==> src/rtl/multicycle_ctrl_unit_pkg.sv <==
// Shared encodings for the multicycle RV32 control unit: FSM states,
// opcodes, ALU operations, datapath select codes and trap causes.
package ctrl_pkg;

  typedef enum logic [3:0] {
    ST_RESET  = 4'd0,
    ST_FETCH  = 4'd1,
    ST_DECODE = 4'd2,
    ST_EXEC_R = 4'd3,
    ST_EXEC_I = 4'd4,
    ST_WB_ALU = 4'd5,
    ST_ADDR   = 4'd6,
    ST_MEM_LD = 4'd7,
    ST_WB_LD  = 4'd8,
    ST_MEM_ST = 4'd9,
    ST_BRANCH = 4'd10,
    ST_LUI    = 4'd11,
    ST_JAL    = 4'd12,
    ST_TRAP   = 4'd13
  } state_e;

  // Instruction classes the ALU decoder distinguishes.
  typedef enum logic [1:0] {
    CLS_NONE = 2'd0,
    CLS_R    = 2'd1,
    CLS_I    = 2'd2,
    CLS_BR   = 2'd3
  } op_class_e;

  localparam logic [6:0] OPC_R      = 7'b0110011;
  localparam logic [6:0] OPC_I      = 7'b0010011;
  localparam logic [6:0] OPC_LOAD   = 7'b0000011;
  localparam logic [6:0] OPC_STORE  = 7'b0100011;
  localparam logic [6:0] OPC_BRANCH = 7'b1100011;
  localparam logic [6:0] OPC_LUI    = 7'b0110111;
  localparam logic [6:0] OPC_JAL    = 7'b1101111;

  localparam logic [6:0] F7_BASE = 7'b0000000;
  localparam logic [6:0] F7_ALT  = 7'b0100000;

  localparam logic [3:0] ALU_ADD = 4'd0;
  localparam logic [3:0] ALU_SUB = 4'd1;
  localparam logic [3:0] ALU_AND = 4'd2;
  localparam logic [3:0] ALU_OR  = 4'd3;
  localparam logic [3:0] ALU_XOR = 4'd4;
  localparam logic [3:0] ALU_SLT = 4'd5;
  localparam logic [3:0] ALU_SLL = 4'd6;
  localparam logic [3:0] ALU_SRL = 4'd7;
  localparam logic [3:0] ALU_SRA = 4'd8;

  localparam logic [2:0] IMM_I = 3'd0;
  localparam logic [2:0] IMM_S = 3'd1;
  localparam logic [2:0] IMM_B = 3'd2;
  localparam logic [2:0] IMM_U = 3'd3;
  localparam logic [2:0] IMM_J = 3'd4;

  localparam logic [1:0] PC_ALU    = 2'd0;
  localparam logic [1:0] PC_ALUOUT = 2'd1;
  localparam logic [1:0] PC_TRAP   = 2'd2;

  localparam logic [1:0] WB_ALUOUT = 2'd0;
  localparam logic [1:0] WB_MDR    = 2'd1;
  localparam logic [1:0] WB_PC     = 2'd2;

  localparam logic [1:0] SRCA_PC    = 2'd0;
  localparam logic [1:0] SRCA_REG   = 2'd1;
  localparam logic [1:0] SRCA_OLDPC = 2'd2;
  localparam logic [1:0] SRCA_ZERO  = 2'd3;

  localparam logic [1:0] SRCB_REG  = 2'd0;
  localparam logic [1:0] SRCB_FOUR = 2'd1;
  localparam logic [1:0] SRCB_IMM  = 2'd2;

  localparam logic [1:0] CAUSE_NONE    = 2'b00;
  localparam logic [1:0] CAUSE_ILLEGAL = 2'b01;
  localparam logic [1:0] CAUSE_TIMEOUT = 2'b10;

  // Instruction class used to select the ALU decoding table.
  function automatic op_class_e opcode_class(input logic [6:0] opcode);
    case (opcode)
      OPC_R:      opcode_class = CLS_R;
      OPC_I:      opcode_class = CLS_I;
      OPC_BRANCH: opcode_class = CLS_BR;
      default:    opcode_class = CLS_NONE;
    endcase
  endfunction

endpackage

==> src/rtl/multicycle_ctrl_unit_alu_decoder.sv <==
// Combinational ALU operation decode from instruction class and funct fields.
// Flags funct combinations the datapath cannot execute.
module alu_decoder
  import ctrl_pkg::*;
(
  input  op_class_e   op_class_i,
  input  logic [2:0]  funct3_i,
  input  logic [6:0]  funct7_i,
  output logic [3:0]  alu_op_o,
  output logic        illegal_o
);

  // Map class/funct3/funct7 onto an ALU operation and a legality flag.
  always_comb begin
    alu_op_o  = ALU_ADD;
    illegal_o = 1'b0;
    case (op_class_i)
      CLS_R: begin
        if (funct7_i == F7_BASE) begin
          case (funct3_i)
            3'b000:  alu_op_o = ALU_ADD;
            3'b001:  alu_op_o = ALU_SLL;
            3'b010:  alu_op_o = ALU_SLT;
            3'b100:  alu_op_o = ALU_XOR;
            3'b101:  alu_op_o = ALU_SRL;
            3'b110:  alu_op_o = ALU_OR;
            3'b111:  alu_op_o = ALU_AND;
            default: illegal_o = 1'b1;
          endcase
        end else if (funct7_i == F7_ALT) begin
          case (funct3_i)
            3'b000:  alu_op_o = ALU_SUB;
            3'b101:  alu_op_o = ALU_SRA;
            default: illegal_o = 1'b1;
          endcase
        end else begin
          illegal_o = 1'b1;
        end
      end
      CLS_I: begin
        // funct7 only distinguishes SRAI from SRLI; elsewhere it is immediate bits.
        case (funct3_i)
          3'b000:  alu_op_o = ALU_ADD;
          3'b001:  alu_op_o = ALU_SLL;
          3'b010:  alu_op_o = ALU_SLT;
          3'b100:  alu_op_o = ALU_XOR;
          3'b101:  alu_op_o = (funct7_i == F7_ALT) ? ALU_SRA : ALU_SRL;
          3'b110:  alu_op_o = ALU_OR;
          3'b111:  alu_op_o = ALU_AND;
          default: illegal_o = 1'b1;
        endcase
      end
      CLS_BR: begin
        // Equality branches compare via SUB/zero, ordered ones via SLT.
        case (funct3_i)
          3'b000, 3'b001: alu_op_o = ALU_SUB;
          3'b100, 3'b101: alu_op_o = ALU_SLT;
          default:        illegal_o = 1'b1;
        endcase
      end
      default: begin
        alu_op_o  = ALU_ADD;
        illegal_o = 1'b0;
      end
    endcase
  end

endmodule

==> src/rtl/multicycle_ctrl_unit.sv <==
// Multicycle RV32 control FSM. Sequences fetch/decode/execute/memory/writeback
// and drives every datapath enable and select each cycle. Memory states wait
// on mem_ready with a bounded timeout that raises a trap.
module multicycle_ctrl_unit
  import ctrl_pkg::*;
#(
  parameter int MEM_TIMEOUT   = 16,
  parameter int CNT_W         = 5,
  parameter int MEM_HANDSHAKE = 1
) (
  input  logic        clk,
  input  logic        rst,
  input  logic [31:0] instr_i,
  input  logic        alu_zero_i,
  input  logic        alu_lt_i,
  input  logic        mem_ready_i,
  output logic        pc_write_o,
  output logic [1:0]  pc_src_o,
  output logic        ir_write_o,
  output logic        mem_read_o,
  output logic        mem_write_o,
  output logic        iord_o,
  output logic        reg_write_o,
  output logic [1:0]  wb_sel_o,
  output logic [1:0]  alu_src_a_o,
  output logic [1:0]  alu_src_b_o,
  output logic [2:0]  imm_sel_o,
  output logic [3:0]  alu_op_o,
  output logic        load_a_o,
  output logic        load_b_o,
  output logic        load_aluout_o,
  output logic        load_mdr_o,
  output logic        exception_o,
  output logic [1:0]  exc_cause_o,
  output logic [3:0]  state_out_o
);

  localparam logic [CNT_W-1:0] TIMEOUT_CNT = CNT_W'(MEM_TIMEOUT);
  localparam logic [CNT_W-1:0] CNT_ONE     = CNT_W'(1);

  state_e           state_q, state_d;
  logic [CNT_W-1:0] cnt_q, cnt_d;
  logic [1:0]       cause_q, cause_d;

  logic [6:0] opcode_s;
  logic [2:0] funct3_s;
  logic [6:0] funct7_s;
  logic       ready_s;
  logic       wait_trap_s;
  logic       taken_s;
  logic [3:0] dec_op_s;
  logic       dec_illegal_s;
  logic       unused_instr_s;

  assign opcode_s       = instr_i[6:0];
  assign funct3_s       = instr_i[14:12];
  assign funct7_s       = instr_i[31:25];
  assign unused_instr_s = ^{instr_i[24:15], instr_i[11:7]};

  // Without the handshake every memory access completes in one cycle.
  assign ready_s     = (MEM_HANDSHAKE != 0) ? mem_ready_i : 1'b1;
  // Ready in the same cycle as the limit wins, so only a missing ready traps.
  assign wait_trap_s = !ready_s && (cnt_q == TIMEOUT_CNT);

  assign state_out_o = state_q;
  assign exc_cause_o = cause_q;

  alu_decoder u_alu_decoder (
    .op_class_i (opcode_class(opcode_s)),
    .funct3_i   (funct3_s),
    .funct7_i   (funct7_s),
    .alu_op_o   (dec_op_s),
    .illegal_o  (dec_illegal_s)
  );

  // Branch condition selected by funct3 from the ALU flags.
  always_comb begin
    case (funct3_s)
      3'b000:  taken_s = alu_zero_i;
      3'b001:  taken_s = !alu_zero_i;
      3'b100:  taken_s = alu_lt_i;
      3'b101:  taken_s = !alu_lt_i;
      default: taken_s = 1'b0;
    endcase
  end

  // Next-state, wait-counter and datapath control; every output defaults to 0.
  always_comb begin
    state_d       = state_q;
    cnt_d         = '0;
    cause_d       = cause_q;
    pc_write_o    = 1'b0;
    pc_src_o      = PC_ALU;
    ir_write_o    = 1'b0;
    mem_read_o    = 1'b0;
    mem_write_o   = 1'b0;
    iord_o        = 1'b0;
    reg_write_o   = 1'b0;
    wb_sel_o      = WB_ALUOUT;
    alu_src_a_o   = SRCA_PC;
    alu_src_b_o   = SRCB_REG;
    imm_sel_o     = IMM_I;
    alu_op_o      = ALU_ADD;
    load_a_o      = 1'b0;
    load_b_o      = 1'b0;
    load_aluout_o = 1'b0;
    load_mdr_o    = 1'b0;
    exception_o   = 1'b0;
    case (state_q)
      ST_RESET: begin
        state_d = ST_FETCH;
      end
      ST_FETCH: begin
        mem_read_o  = 1'b1;
        alu_src_b_o = SRCB_FOUR;
        if (ready_s) begin
          ir_write_o = 1'b1;
          pc_write_o = 1'b1;
          state_d    = ST_DECODE;
        end else if (wait_trap_s) begin
          state_d = ST_TRAP;
          cause_d = CAUSE_TIMEOUT;
        end else begin
          cnt_d = cnt_q + CNT_ONE;
        end
      end
      ST_DECODE: begin
        load_a_o      = 1'b1;
        load_b_o      = 1'b1;
        alu_src_a_o   = SRCA_OLDPC;
        alu_src_b_o   = SRCB_IMM;
        imm_sel_o     = IMM_B;
        load_aluout_o = 1'b1;
        case (opcode_s)
          OPC_R:               state_d = ST_EXEC_R;
          OPC_I:               state_d = ST_EXEC_I;
          OPC_LOAD, OPC_STORE: state_d = ST_ADDR;
          OPC_BRANCH:          state_d = ST_BRANCH;
          OPC_LUI:             state_d = ST_LUI;
          OPC_JAL:             state_d = ST_JAL;
          default: begin
            state_d = ST_TRAP;
            cause_d = CAUSE_ILLEGAL;
          end
        endcase
      end
      ST_EXEC_R, ST_EXEC_I: begin
        alu_src_a_o   = SRCA_REG;
        alu_src_b_o   = (state_q == ST_EXEC_I) ? SRCB_IMM : SRCB_REG;
        alu_op_o      = dec_op_s;
        load_aluout_o = 1'b1;
        if (dec_illegal_s) begin
          state_d = ST_TRAP;
          cause_d = CAUSE_ILLEGAL;
        end else begin
          state_d = ST_WB_ALU;
        end
      end
      ST_WB_ALU: begin
        reg_write_o = 1'b1;
        wb_sel_o    = WB_ALUOUT;
        state_d     = ST_FETCH;
      end
      ST_ADDR: begin
        alu_src_a_o   = SRCA_REG;
        alu_src_b_o   = SRCB_IMM;
        load_aluout_o = 1'b1;
        if (opcode_s == OPC_STORE) begin
          imm_sel_o = IMM_S;
          state_d   = ST_MEM_ST;
        end else begin
          imm_sel_o = IMM_I;
          state_d   = ST_MEM_LD;
        end
      end
      ST_MEM_LD, ST_MEM_ST: begin
        iord_o      = 1'b1;
        mem_read_o  = (state_q == ST_MEM_LD);
        mem_write_o = (state_q == ST_MEM_ST);
        if (ready_s) begin
          load_mdr_o = (state_q == ST_MEM_LD);
          state_d    = (state_q == ST_MEM_LD) ? ST_WB_LD : ST_FETCH;
        end else if (wait_trap_s) begin
          state_d = ST_TRAP;
          cause_d = CAUSE_TIMEOUT;
        end else begin
          cnt_d = cnt_q + CNT_ONE;
        end
      end
      ST_WB_LD: begin
        reg_write_o = 1'b1;
        wb_sel_o    = WB_MDR;
        state_d     = ST_FETCH;
      end
      ST_BRANCH: begin
        alu_src_a_o = SRCA_REG;
        alu_src_b_o = SRCB_REG;
        alu_op_o    = dec_op_s;
        if (dec_illegal_s) begin
          state_d = ST_TRAP;
          cause_d = CAUSE_ILLEGAL;
        end else begin
          pc_write_o = taken_s;
          pc_src_o   = taken_s ? PC_ALUOUT : PC_ALU;
          state_d    = ST_FETCH;
        end
      end
      ST_LUI: begin
        alu_src_a_o   = SRCA_ZERO;
        alu_src_b_o   = SRCB_IMM;
        imm_sel_o     = IMM_U;
        load_aluout_o = 1'b1;
        state_d       = ST_WB_ALU;
      end
      ST_JAL: begin
        // PC already holds the return address (PC+4); the ALU forms old_pc+imm.
        reg_write_o = 1'b1;
        wb_sel_o    = WB_PC;
        alu_src_a_o = SRCA_OLDPC;
        alu_src_b_o = SRCB_IMM;
        imm_sel_o   = IMM_J;
        pc_write_o  = 1'b1;
        state_d     = ST_FETCH;
      end
      ST_TRAP: begin
        exception_o = 1'b1;
        pc_write_o  = 1'b1;
        pc_src_o    = PC_TRAP;
        state_d     = ST_FETCH;
      end
      default: begin
        state_d = ST_RESET;
      end
    endcase
  end

  // State, wait counter and sticky trap cause; rst forces the idle RESET state.
  always_ff @(posedge clk or posedge rst) begin
    if (rst) begin
      state_q <= ST_RESET;
      cnt_q   <= '0;
      cause_q <= CAUSE_NONE;
    end else begin
      state_q <= state_d;
      cnt_q   <= cnt_d;
      cause_q <= cause_d;
    end
  end

endmodule

==> config.mk <==
export PLATFORM = sky130hd
export DESIGN_NAME = multicycle_ctrl_unit
export DESIGN_NICKNAME = d
export VERILOG_FILES = /design/src/rtl/multicycle_ctrl_unit_pkg.sv /design/src/rtl/multicycle_ctrl_unit_alu_decoder.sv /design/src/rtl/multicycle_ctrl_unit.sv
export SDC_FILE = /design/constraint.sdc
export NUM_CORES = 1
export LEC_CHECK = 0
export CAP_MARGIN = 20
export CELL_PAD_IN_SITES_DETAIL_PLACEMENT = 1
export CELL_PAD_IN_SITES_GLOBAL_PLACEMENT = 2
export CORE_AREA = 2 2 87 89
export CTS_BUF_LIST = sky130_fd_sc_hd__clkbuf_16
export CTS_CLUSTER_DIAMETER = 60
export CTS_CLUSTER_SIZE = 16
export DETAILED_ROUTE_END_ITERATION = 6
export DIE_AREA = 0 0 89 91
export PLACE_DENSITY_LB_ADDON = 0.1
export SETUP_SLACK_MARGIN = 0.2
export SLEW_MARGIN = 20
export SYNTH_ARGS = -nofsm -noshare
export SYNTH_HDL_FRONTEND = slang
export SYNTH_SLANG_ARGS = --single-unit
==> constraint.sdc <==
create_clock -name clk -period 2.4 [get_ports clk]
set_clock_uncertainty 0.1 [all_clocks]
set_input_delay 0.48 -clock clk [delete_from_list [all_inputs] [get_ports clk]]
set_output_delay 0.48 -clock clk [all_outputs]
set_load 0.01 [all_outputs]
==> results.toml <==
[critical_path]
slowest_stage = "or4_4"
worstPathArrival_ps = 2170
critPathCaptureType = "output pin"
crit_buf_inv = 3
max_stage_delay_ps = 580
cp.required_ps = 1820
cpMostUsedCell = "buf_6"
path_max_fanout = 3
worst-setup-path-type = "in -> out"
critPathLaunchType = "input port"
cp_top_family = "simple AND/OR/NAND/NOR gates"
crit_chain = "buf_6 > or4_4 > nor4b_4 > a221oi_2 > nor4_2 > buf_4 > or2_4 > buf_6"

[logic_synthesis]
syn_nets = 222
ys_seq_area_frac = 0.217
synth_top_area_frac = 0.217
avgSynthCellArea_um2 = 6.94
syn-cell-area_um2 = 1270
synthCells = 183
yosysWarnings = 0
ys_top_cells_by_area = "dfrtp_1 (22%), nor2_1 (7.1%), nand2_1 (5.6%)"
synth.distinct_cells = 50
synth-edff-count = 0
synth-main-ff-cell = "dfrtp_1"
yosysMostFrequentCell = "nor2_1"
synth_top_area_cell = "dfrtp_1"
async_flop_share = 1.00
synth.cells.most_frequent = "nor2_1 (24), nand2_1 (19), dfrtp_1 (11)"
ys_ff_latch = 11

[cts]
clockBufferDepth = 2
clk_pin_slew_ps = 40
cts_buffers = 3
numClockSinks = 11
htreeDepth = 1
cts-root-buf = "clkbuf_16"
cts_tree = "done"
insertion_delay_ps = 240
holdBufCountCts = 0

[floorplanning]
io_pins = 69
core_area_um2 = 7140
die_w_um = 89
rows = 31
dieArea_um2 = 8100
fp.dieH_um = 91
initial_core_util = 0.178

[timing]
fin_tns_setup_ps = -1690
worstMarginPinSlew_ps = 657
slew_viol_final = 0
slew_headroom = 0.556
timing.fmax_ghz = 0.364
layout_setup_ws_ps = -347
setup_viol = 7
min_period_ps = 2750
hold_ws_ps = 387
hold_viol_final = 0
min_period_over_period = 1.14
grt_setup_unrepaired = "yes"

[power_and_ir_drop]
power_leakage_nw = 1.27
vdd_drop_max_v = 0.000270
power.density_nw_per_um2 = 757

[global_routing]
gr-usage-all-layers = 0.148
antenna_found_initial = 0
grt_pass1_vias = 1964
grt_max_degree = 21
grt_pass1_wl_mm = 9.54
overflow = 0

[placed_design]
dpl_cell_area_um2 = 2290
dpl.hpwl_mm = 4.61
portBuffers = 53
place_congestion = 0.787

[drt]
vias = 1765
route.detailed.drc = 0
dr.pass1.iters = 4
drt_iter0_markers = 20
routed_wl_mm = 5.88
antenna_left = 0
avgViaCountPerCell = 4.40
post_drt_wl_per_cell_um = 14.7

[worst_hold_path]
min_path_type = "reg -> reg"

[final_layout]
nets = 342
stdcell_area_um2 = 2720
antenna-diode-count = 0
seq_area_um2 = 277
n_fill_cell = 889
postLayoutCoreUtil = 0.381
area_growth_pct = 114
drive_above_1_share = 0.480
multi_input_area_um2 = 1160

[job]
cap_viol_max_count = 0

[outcome]
failed_checks = "setup timing"
status = "complete, but fails checks"
placed cells by master (no fill, tap or decap), drive strengths merged, types with 3 or more instances in the layout:
cell type      count
nand3             10
nor2              24
nand2             19
nor3               9
o21a               3
nand2b             7
dlygate4sd2       16
o21ai              9
or2                4
buf               93
dfrtp             11
nor2b              5
a211oi             3
xor2               5
clkbuf             9
nor4               4
inv                8
clkdlybuf4s50     10
a21oi             10
cell type report:
cell class                      instances  share of cell area
Timing Repair Buffer                  129               0.387
Sequential cell                        11               0.102
Clock buffer                            3              0.0276
Inverter                                8              0.0110
Clock inverter                          1             0.00184
Multi-Input combinational cell        150               0.425
Tap cell                               99              0.0455
stage by stage:
stage	power (mW)	worst slack (ps)	std cells
final	2.06	-347	401
after detailed placement	1.60	-1250	375
after global placement	1.61	-1070	375
after floorplan	0.863	-131	183
after global routing	2.21	-447	401
after CTS	1.98	-421	394
path summary, 6_finish.rpt:
kind	start	to	slack, ps	cells past startpoint
hold reg to reg	cnt_q[0]$_DFF_PP0_	cnt_q[0]$_DFF_PP0_	390	1
max in group asynchronous	rst	state_out_o[0]$_DFF_PP0_	1440	2
hold / removal	cnt_q[0]$_DFF_PP0_	cnt_q[0]$_DFF_PP0_	390	1
min in group asynchronous	rst	exc_cause_o[0]$_DFFE_PP0P_	440	2
setup reg to reg	state_out_o[3]$_DFF_PP0_	exc_cause_o[1]$_DFFE_PP0P_	270	9
setup / recovery	instr_i[27]	pc_write_o	-350	8
power breakdown:
group,total [mW],internal [mW],switching [mW]
logic,1.48,0.723,0.758
clock network,0.305,0.221,0.0839
registers,0.275,0.228,0.0473
total,2.06,1.17,0.889
registers in the layout, summed over array words and instances (netlist names):
register	cells
cnt_q	5
exc_cause_o	2
state_out_o	4
cell families after synthesis:
kind of cell             count (synthesis)  share of synthesized area
adder cells (fa/ha/maj)                  2                     0.0197
multiplexers                             2                     0.0158
XOR/XNOR                                 7                     0.0483
AND/OR/NAND/NOR                         93                      0.374
AO/OA/AOI/OAI                           46                      0.252
flip-flops                              11                      0.217
buffers and inverters                   22                     0.0729
what timing repair did:
item | CTS | global route
buffers inserted | 14 | 7
gates resized for setup | 128 | 52
gates cloned | 1 | 0
setup endpoints to repair | 31 | 21
pin swaps | 17 | 12
layer usage:
metal / vias to the layer above / track usage / wire length [um]
met2: 37 / 0.272 / 3240
met3: 4 / 0.0209 / 174
met1: 837 / 0.185 / 2440
li1: 887 / - / -
met5: - / 0 / 0
met4: 0 / 0.0174 / 23
(Power assumes the default switching activity.)
